## src/rtl/systolic_mmu.sv

```systemverilog
// Weight-stationary ARRAY_SIZE x ARRAY_SIZE systolic matrix unit, y[j] = sum_i x[i]*W[i][j].
// Shadow/active weight banks, input skew, output de-skew, fixed 2*ARRAY_SIZE latency.
module systolic_mmu #(
    parameter int DATA_WIDTH = 8,
    parameter int ACC_WIDTH  = 32,
    parameter int ARRAY_SIZE = 4
) (
    input  logic                             clk,
    input  logic                             rst,
    input  logic                             w_valid,
    output logic                             w_ready,
    input  logic [ARRAY_SIZE*DATA_WIDTH-1:0] w_data,
    input  logic                             w_signed,
    input  logic                             a_valid,
    output logic                             a_ready,
    input  logic [ARRAY_SIZE*DATA_WIDTH-1:0] a_data,
    output logic                             out_valid,
    output logic [ARRAY_SIZE*ACC_WIDTH-1:0]  out_data,
    output logic                             busy
);
    localparam int N  = ARRAY_SIZE;
    localparam int DW = DATA_WIDTH;
    localparam int AW = ACC_WIDTH;
    localparam int CW = $clog2(N);
    localparam int IW = $clog2(2 * N + 1);

    logic [N*DW-1:0] shadow_reg [N];
    logic [N*DW-1:0] active_reg [N];
    logic            shadow_signed_reg;
    logic            active_signed_reg;
    logic            active_valid_reg;
    logic            shadow_full_reg;
    logic [CW-1:0]   w_cnt_reg;
    logic [IW-1:0]   inflight_reg;
    logic [2*N-1:0]  vpipe_reg;

    logic w_fire;
    logic a_fire;
    logic swap;

    assign w_ready   = !shadow_full_reg && !rst;
    assign a_ready   = active_valid_reg && !shadow_full_reg && !rst;
    assign w_fire    = w_valid && w_ready;
    assign a_fire    = a_valid && a_ready;
    assign swap      = shadow_full_reg && (inflight_reg == '0);
    assign out_valid = vpipe_reg[2*N-1];
    assign busy      = (inflight_reg != '0);

    // Accepts and swaps are mutually exclusive, so the active bank never changes under a live vector.
    always_ff @(posedge clk) begin
        if (rst) begin
            for (int i = 0; i < N; i++) begin
                shadow_reg[i] <= '0;
                active_reg[i] <= '0;
            end
            shadow_signed_reg <= 1'b0;
            active_signed_reg <= 1'b0;
            active_valid_reg  <= 1'b0;
            shadow_full_reg   <= 1'b0;
            w_cnt_reg         <= '0;
            inflight_reg      <= '0;
            vpipe_reg         <= '0;
        end else begin
            if (w_fire) begin
                shadow_reg[w_cnt_reg] <= w_data;
                if (w_cnt_reg == '0)
                    shadow_signed_reg <= w_signed;
                if (w_cnt_reg == CW'(N - 1)) begin
                    w_cnt_reg       <= '0;
                    shadow_full_reg <= 1'b1;
                end else begin
                    w_cnt_reg <= w_cnt_reg + CW'(1);
                end
            end
            if (swap) begin
                for (int i = 0; i < N; i++)
                    active_reg[i] <= shadow_reg[i];
                active_signed_reg <= shadow_signed_reg;
                active_valid_reg  <= 1'b1;
                shadow_full_reg   <= 1'b0;
            end
            case ({a_fire, out_valid})
                2'b10:   inflight_reg <= inflight_reg + IW'(1);
                2'b01:   inflight_reg <= inflight_reg - IW'(1);
                default: inflight_reg <= inflight_reg;
            endcase
            vpipe_reg <= {vpipe_reg[2*N-2:0], a_fire};
        end
    end

    logic [DW-1:0] row_in  [N];
    logic [DW-1:0] act_q   [N][N-1];
    logic [AW-1:0] psum_q  [N][N];
    logic [AW-1:0] col_out [N];

    genvar gi, gj;

    // Row gi sees its element gi cycles later than row 0.
    for (gi = 0; gi < N; gi++) begin : g_skew
        logic [DW-1:0] sk_reg [gi+1];
        always_ff @(posedge clk) begin
            if (rst) begin
                for (int k = 0; k <= gi; k++)
                    sk_reg[k] <= '0;
            end else begin
                sk_reg[0] <= a_fire ? a_data[gi*DW +: DW] : '0;
                for (int k = 1; k <= gi; k++)
                    sk_reg[k] <= sk_reg[k-1];
            end
        end
        assign row_in[gi] = sk_reg[gi];
    end

    for (gi = 0; gi < N; gi++) begin : g_row
        for (gj = 0; gj < N; gj++) begin : g_col
            logic [DW-1:0] act_in;
            logic [DW-1:0] w_el;
            logic [AW-1:0] psum_in;
            logic [AW-1:0] a_ext;
            logic [AW-1:0] w_ext;
            logic [AW-1:0] prod;
            logic [DW-1:0] act_reg;
            logic [AW-1:0] psum_reg;

            if (gj == 0) begin : g_west
                assign act_in = row_in[gi];
            end else begin : g_inner
                assign act_in = act_q[gi][gj-1];
            end
            if (gi == 0) begin : g_top
                assign psum_in = '0;
            end else begin : g_below
                assign psum_in = psum_q[gi-1][gj];
            end

            // Extending both operands to ACC_WIDTH makes the low ACC_WIDTH product bits
            // correct for both signed and unsigned modes.
            assign w_el  = active_reg[gi][gj*DW +: DW];
            assign a_ext = {{(AW-DW){active_signed_reg & act_in[DW-1]}}, act_in};
            assign w_ext = {{(AW-DW){active_signed_reg & w_el[DW-1]}}, w_el};
            assign prod  = a_ext * w_ext;

            always_ff @(posedge clk) begin
                if (rst) begin
                    act_reg  <= '0;
                    psum_reg <= '0;
                end else begin
                    act_reg  <= act_in;
                    psum_reg <= psum_in + prod;
                end
            end

            if (gj < N - 1) begin : g_pass
                assign act_q[gi][gj] = act_reg;
            end
            assign psum_q[gi][gj] = psum_reg;
        end
    end

    // Column gj finishes gj cycles after column 0; pad it back into alignment.
    for (gj = 0; gj < N; gj++) begin : g_deskew
        localparam int D = N - 1 - gj;
        if (D == 0) begin : g_direct
            assign col_out[gj] = psum_q[N-1][gj];
        end else begin : g_delay
            logic [AW-1:0] ds_reg [D];
            always_ff @(posedge clk) begin
                if (rst) begin
                    for (int k = 0; k < D; k++)
                        ds_reg[k] <= '0;
                end else begin
                    ds_reg[0] <= psum_q[N-1][gj];
                    for (int k = 1; k < D; k++)
                        ds_reg[k] <= ds_reg[k-1];
                end
            end
            assign col_out[gj] = ds_reg[D-1];
        end
        assign out_data[gj*AW +: AW] = col_out[gj];
    end

endmodule

```

## config.mk

```make
export PLATFORM = sky130hd
export DESIGN_NAME = systolic_mmu
export DESIGN_NICKNAME = d
export VERILOG_FILES = /design/src/rtl/systolic_mmu.sv
export SDC_FILE = /design/constraint.sdc
export NUM_CORES = 2
export LEC_CHECK = 0
export CAP_MARGIN = 40
export CORE_MARGIN = 2
export CORE_UTILIZATION = 30
export DETAILED_ROUTE_END_ITERATION = 12
export PLACE_DENSITY = 0.53
export SYNTH_ARGS = -nofsm -noshare
export SYNTH_HDL_FRONTEND = slang
export SYNTH_SLANG_ARGS = --single-unit
```

## constraint.sdc

```tcl
create_clock -name clk -period 16.4 [get_ports clk]
set_clock_uncertainty 0.1 [all_clocks]
set_input_delay 3.28 -clock clk [delete_from_list [all_inputs] [get_ports clk]]
set_output_delay 3.28 -clock clk [all_outputs]
set_load 0.005 [all_outputs]
```

# ---- After elaboration in Yosys (flattened, before gate mapping)
# Memory sizes are Yosys's and may differ from the RTL's.
# Cells that the tools add are included.
dict set report classes {
  addsub 15
  mul 16
  eq_ne 3
  mux 40
  bitwise_logic 50
  reduce_logical 18
}
# cell n
set ops {}
lappend ops {{32-bit adder} 12}
lappend ops {{32-bit 2-to-1 mux} 11}
lappend ops {{9-bit by 9-bit multiplier with 18-bit output} 16}
lappend ops {{8-bit 2-to-1 mux} 14}
lappend ops {{32-bit OR reduction} 2}
lappend ops {{1-bit bitwise AND} 32}
lappend ops {{1-bit bitwise OR} 18}
lappend ops {{1-bit 2-to-1 mux} 12}
lappend ops {{4-bit one-hot mux with 2 select lines} 1}
lappend ops {{8-bit OR reduction} 1}
lappend ops {{1-bit logical AND} 6}
lappend ops {{4-bit by 1-bit adder with 4-bit output (second input constant)} 1}
lappend ops {{2-bit == test (second input constant)} 2}
lappend ops {{4-bit zero test} 1}
lappend ops {{2-bit 2-to-1 mux} 2}
lappend ops {{2-bit AND reduction} 2}
lappend ops {{4-bit nonzero test} 1}
lappend ops {{4-bit by 1-bit subtractor with 4-bit output (second input constant)} 1}
lappend ops {{2-bit by 1-bit adder with 2-bit output (second input constant)} 1}
lappend ops {{2-bit by 1-bit == test with 1-bit output (second input constant)} 1}
lappend ops {{1-bit zero test} 2}
lappend ops {{2-bit zero test} 1}
lappend ops {{2-bit nonzero test} 1}
lappend ops {{2-bit OR reduction} 1}
dict set report word_totals {
  ff_bits 626
  mem_bits_rw 528
  inputBits 69
  out_inout_bits 132
  wordCells 186
  n_memories 9
}
# memory words width read_ports rd_clocked_by_memory_dff wr line_no
set mem_list {}
lappend mem_list {active_reg 4 32 4 0 4 28} ;# logic [N*DW-1:0] active_reg [N];
lappend mem_list {shadow_reg 4 32 4 0 4 27} ;# logic [N*DW-1:0] shadow_reg [N];
lappend mem_list {{g_deskew[0].g_delay.ds_reg} 3 32 3 0 3 166} ;# logic [AW-1:0] ds_reg [D];
lappend mem_list {{g_deskew[1].g_delay.ds_reg} 2 32 2 0 2 166}
lappend mem_list {{g_deskew[2].g_delay.ds_reg} 1 32 1 0 1 166}
lappend mem_list {{g_skew[3].sk_reg} 4 8 4 0 4 100} ;# logic [DW-1:0] sk_reg [gi+1];
lappend mem_list {{3 more memories} -- -- -- -- -- --}

# ---- Longest topological paths before layout
dict set report depth {
  ltp_word 8
  depth_mapped 33
  mapped_depth_nobuf 30
}

# ---- Worst setup path after synthesis
# Ideal clock, no wire load.
dict set report synth_path {
  path_kind {flip-flop to flip-flop}
  from {register active_signed_reg}
  to {register g_row[2].g_col[2].psum_reg[29]}
  setup_ns 0.128
  arrival_time_ns 7.622
  t_required_ns 16.172
  setup_slack_ns 8.550
  path_stages_with_launch 30
  n_path_buf 2
  period_less_slack_ns 7.850
  cell_sequence {dfxtp_1 -> clkbuf_1 -> clkbuf_1 -> nand2_1 -> or2_2 -> fa_1 -> fa_1 -> inv_1 -> fa_1 -> fa_1 -> inv_1 -> fa_1 -> inv_1 -> ha_1 -> a21oi_1 -> o21a_1 -> nor3_1 -> a41o_1 -> o41ai_2 -> xnor2_1 -> ha_1 -> a21o_1 -> a21o_1 -> a31o_2 -> a2bb2oi_1 -> a311oi_1 -> a311o_1 -> a21oi_1 -> xor2_1 -> nor2_1}
}
dict set report synth_between {
  elab_chain_cells 3
  word_cells_on_any_way 4
  classes_between {add/sub: 1; mul: 1; bitwise: 2}
}
# element line_no
set synth_rtl {}
lappend synth_rtl {{start, declared} 30} ;# logic active_signed_reg;
lappend synth_rtl {{start signal, assigned} 78} ;# active_signed_reg <= shadow_signed_reg;
lappend synth_rtl {{1-bit bitwise AND, on equally long branches} {139, 140}}
lappend synth_rtl {{9-bit by 9-bit multiplier with 18-bit output (*)} 141} ;# assign prod = a_ext * w_ext;
lappend synth_rtl {{32-bit adder (*)} 149} ;# psum_reg <= psum_in + prod;
lappend synth_rtl {{end signal, assigned} 149}
lappend synth_rtl {{end, declared} 123} ;# logic [AW-1:0] psum_reg;
# Every way passes the cells marked *; elsewhere a longest branch is shown, timed or not.
# A chain may end at the register's enable or synchronous reset.

# ---- Worst setup path in the final report
# Same ends and word-level chain as after synthesis.

==> run summary <==
Detailed routing
- 63.4k — vias after detailed routing
- 225000 µm — routed wire length
- 3246 — detailed router's first-iteration violation count
- 16.1 µm — routed length per placed instance
- 6 — first drt pass iteration count
- 4.51 — vias per cell
- 0 — Detail Route Antenna Nets
- 0 — drt drc

Timing
- 0 — Slew Viols, Final
- 0 ns — final setup TNS
- 0.329 ns — final hold slack
- 38.5% — worst slew margin relative to its limit
- 0 — Final Hold Vio Count
- 0.916 ns — Least-Margin Pin Slew
- 116 MHz — achievable clock frequency
- false — setup repair after global routing missed its margin
- 0 — count of endpoints failing setup in the final report
- 52.5% — final critical-path share of the clock period
- 8.61 ns — post-route minimum period

Critical path
- register — Critical Path Source Type
- active_signed_reg — beginning of the worst register-to-register path
- 16.94 ns — Required @ worst endpoint
- 13 — Critical Path Fanout Max
- 28 — worst-case reg-to-reg path depth
- fa_1 — cell type with the highest occurrence count on the critical path
- register — endpoint kind of the worst setup timing path
- dfxtp_2 — Critical-path top delay cell
- reg2reg — type of the worst setup path
- 9.15 ns — arrival time at the worst endpoint
- 0.61 ns — largest incremental delay on the critical path
- active_signed_reg — Crit. Startpoint

CTS
- 4 — H-Tree Level Count
- 0 — post-CTS setup repair buffer count
- 143 — number of CTS-inserted buffers
- 0.83 ns — Clk Latency, worst-skew pair
- 4 — CTS max path bufs
- yes — clock tree from TritonCTS
- 1098 — TritonCTS sink count
- 0 — number of hold buffers added after CTS
- 0.06 ns — clock slew seen by the registers of the worst setup and hold paths
- clkbuf_16 — library cell used as clock root buffer
- 0 — CTS resizes

Job
- 0 — number of max-cap violations

Floorplan
- 0.314 mm² — core footprint
- 206 — standard-cell rows
- 566 µm — Vert. Die Dim
- 0.320 mm² — Die Area
- 30.1% — Initial Util
- 201 — count of pins on the block boundary
- 566 µm — horizontal die dimension

Pwr
- 51.1 nW — Pleak
- 0.0000734 V — worst ir drop on vdd
- 58.5 mW/mm² — power density cells

Status
- finished clean — run status

Synth
- dfxtp_1 — most frequently used flop master after synthesis
- 0.0946 mm² — area of the mapped netlist
- 256 — number of enable-type register cells in the synthesized netlist
- 82 — count of distinct cell types in the synthesized netlist
- 11.9k — syn nets
- 25.9% — proportion of synthesized chip area in sequential cells
- 9.67 µm² — Mapped Avg Cell Area
- 9783 — Cells after Synth
- 1098 — flop and latch count out of synthesis
- 0% — Post-synth ARST share
- 0 — Yosys warning count

Global route
- 0 — global-route congestion overflow total
- 89 — maximum number of pins on one net before global-route repair
- 27 — antenna violations before repair
- 14.1% — gr usage total
- 66.1k — via count of the first global-routing pass
- 363000 µm — global-route wire length before repair

Finish
- 11.9k — number of nets at the end of the flow
- 3.58% — fraction of final layout cells sized beyond drive strength 1
- 456 — flip-flop count of the largest register after layout
- 0.0633 mm² — area occupied by multi-input gates
- 32.0k — number of filler instances in the final layout
- 11.3% — relative area change from synthesis to final layout
- 0.0245 mm² — Reg area
- 33.5% — final standard cell utilization of the core

Placement
- 183000 µm — hpwl dp
- 0.872 — global placer's final weighted congestion
- 200 — number of buffers added on ports

Worst hold path
- reg2reg — Worst Hold Class
- 1 — Min-Delay Path Depth
- g_skew[2].sk_reg[0][0] — Hold Path Origin

where the power goes:
part / internal, mW / switching, mW / total [mW] / leakage, nW
Clock: 1.94 / 1.26 / 3.21 / 2.33
Combinational: 0.0317 / 0.0847 / 0.116 / 39.3
Sequential: 2.80 / 0.0394 / 2.84 / 9.44
stage by stage:
step	worst slack (ns)	total power [mW]	cell area, µm²	cells
finish	7.79	6.16	105000	14039
global route	7.28	6.40	105000	14032
CTS	7.76	6.29	105000	14031
detailed placement	7.82	3.02	101000	13783
global placement	7.38	3.01	100000	13774
floorplan	8.55	2.94	94600	9783
routing by layer:
metal | track usage (%) | share of wire (%) | routed length [µm]
met1 | 20.6 | 50 | 113000
met2 | 22.3 | 44 | 98100
met3 | 1.82 | 4.3 | 9670
met4 | 3.00 | 1.9 | 4290
met5 | 0 | 0.023 | 51
layout make-up:
| class | count | area share (%) |
|---|---|---|
| Antenna cell | 8 | 0.0190 |
| Clock buffer | 177 | 3.71 |
| Clock inverter | 71 | 0.824 |
| Inverter | 1361 | 4.85 |
| Multi-Input combinational cell | 6923 | 60.1 |
| Sequential cell | 1098 | 23.3 |
| Tap cell | 4160 | 4.94 |
| Timing Repair Buffer | 241 | 2.29 |
worst paths after layout:
path,to,slack [ns]
max,g_row[2].g_col[2].psum_reg[29],7.79
min,g_skew[2].sk_reg[0][8],0.33
max reg2reg,g_row[2].g_col[2].psum_reg[29],7.79
min reg2reg,g_skew[2].sk_reg[0][8],0.33
worst max-delay path: cells and delay by family (launching register included):
kind	cells	cell delay (ns)
and+or+nand+nor	4	0.79
adders and majority gates	7	3.12
xor gates and xnor gates	2	0.47
buffers and inverters	4	0.51
AOI/OAI and AO/OA	11	2.83
DFF	1	0.61
Yosys cell counts (13+ instances only):
library cell	count	area (µm²)
inv_1	1361	5110
fa_1	1133	22700
ha_1	941	11800
dfxtp_1	842	16900
and2_1	834	5220
nand2_1	725	2720
nor2_1	606	2270
nor2b_1	456	2850
xnor2_1	373	3270
a21oi_1	334	1670
clkbuf_1	322	1210
edfxtp_1	256	7690
a21o_1	182	1370
xor2_1	167	1460
o21ai_0	147	736
nor3_1	124	621
o21a_1	88	661
and3_1	84	526
o21bai_1	81	608
nand2b_1	73	457
nand3_1	70	350
buf_4	64	480
a211oi_1	46	345
or2_2	39	244
a31oi_1	36	225
nand4_1	36	225
or3_1	33	206
o21ai_1	30	150
o211ai_1	27	203
o41ai_1	20	175
o31ai_1	19	143
o31a_1	18	158
a211o_1	15	131
a41oi_1	13	114
cells in the final DEF (no fill, tap or decap), types with 81 or more instances in the layout:
cell type,count
inv_1,1360
fa_1,1133
ha_1,941
dfxtp_1,841
and2_1,834
nand2_1,724
nor2_1,604
nor2b_1,456
xnor2_1,373
a21oi_1,334
edfxtp_1,256
clkdlybuf4s50_1,199
a21o_1,182
xor2_1,167
clkbuf_16,146
o21ai_0,145
nor3_1,122
o21a_1,88
and3_1,84
o21bai_1,81
logic make-up (layout without fill, tap and decap cells):
| group | Yosys count | count (layout) | share of synthesized area, % |
|---|---|---|---|
| and+or+nand+nor | 3128 | 3128 | 17.0 |
| DFF | 1098 | 1098 | 25.9 |
| other | 0 | 8 | 0 |
| buffers and inverters | 1762 | 1850 | 7.25 |
| xor gates and xnor gates | 543 | 543 | 5.07 |
| AOI/OAI and AO/OA | 1161 | 1161 | 8.16 |
| muxes | 17 | 17 | 0.197 |
| adders and majority gates | 2074 | 2074 | 36.4 |
Power figures use the tool's default switching activity.
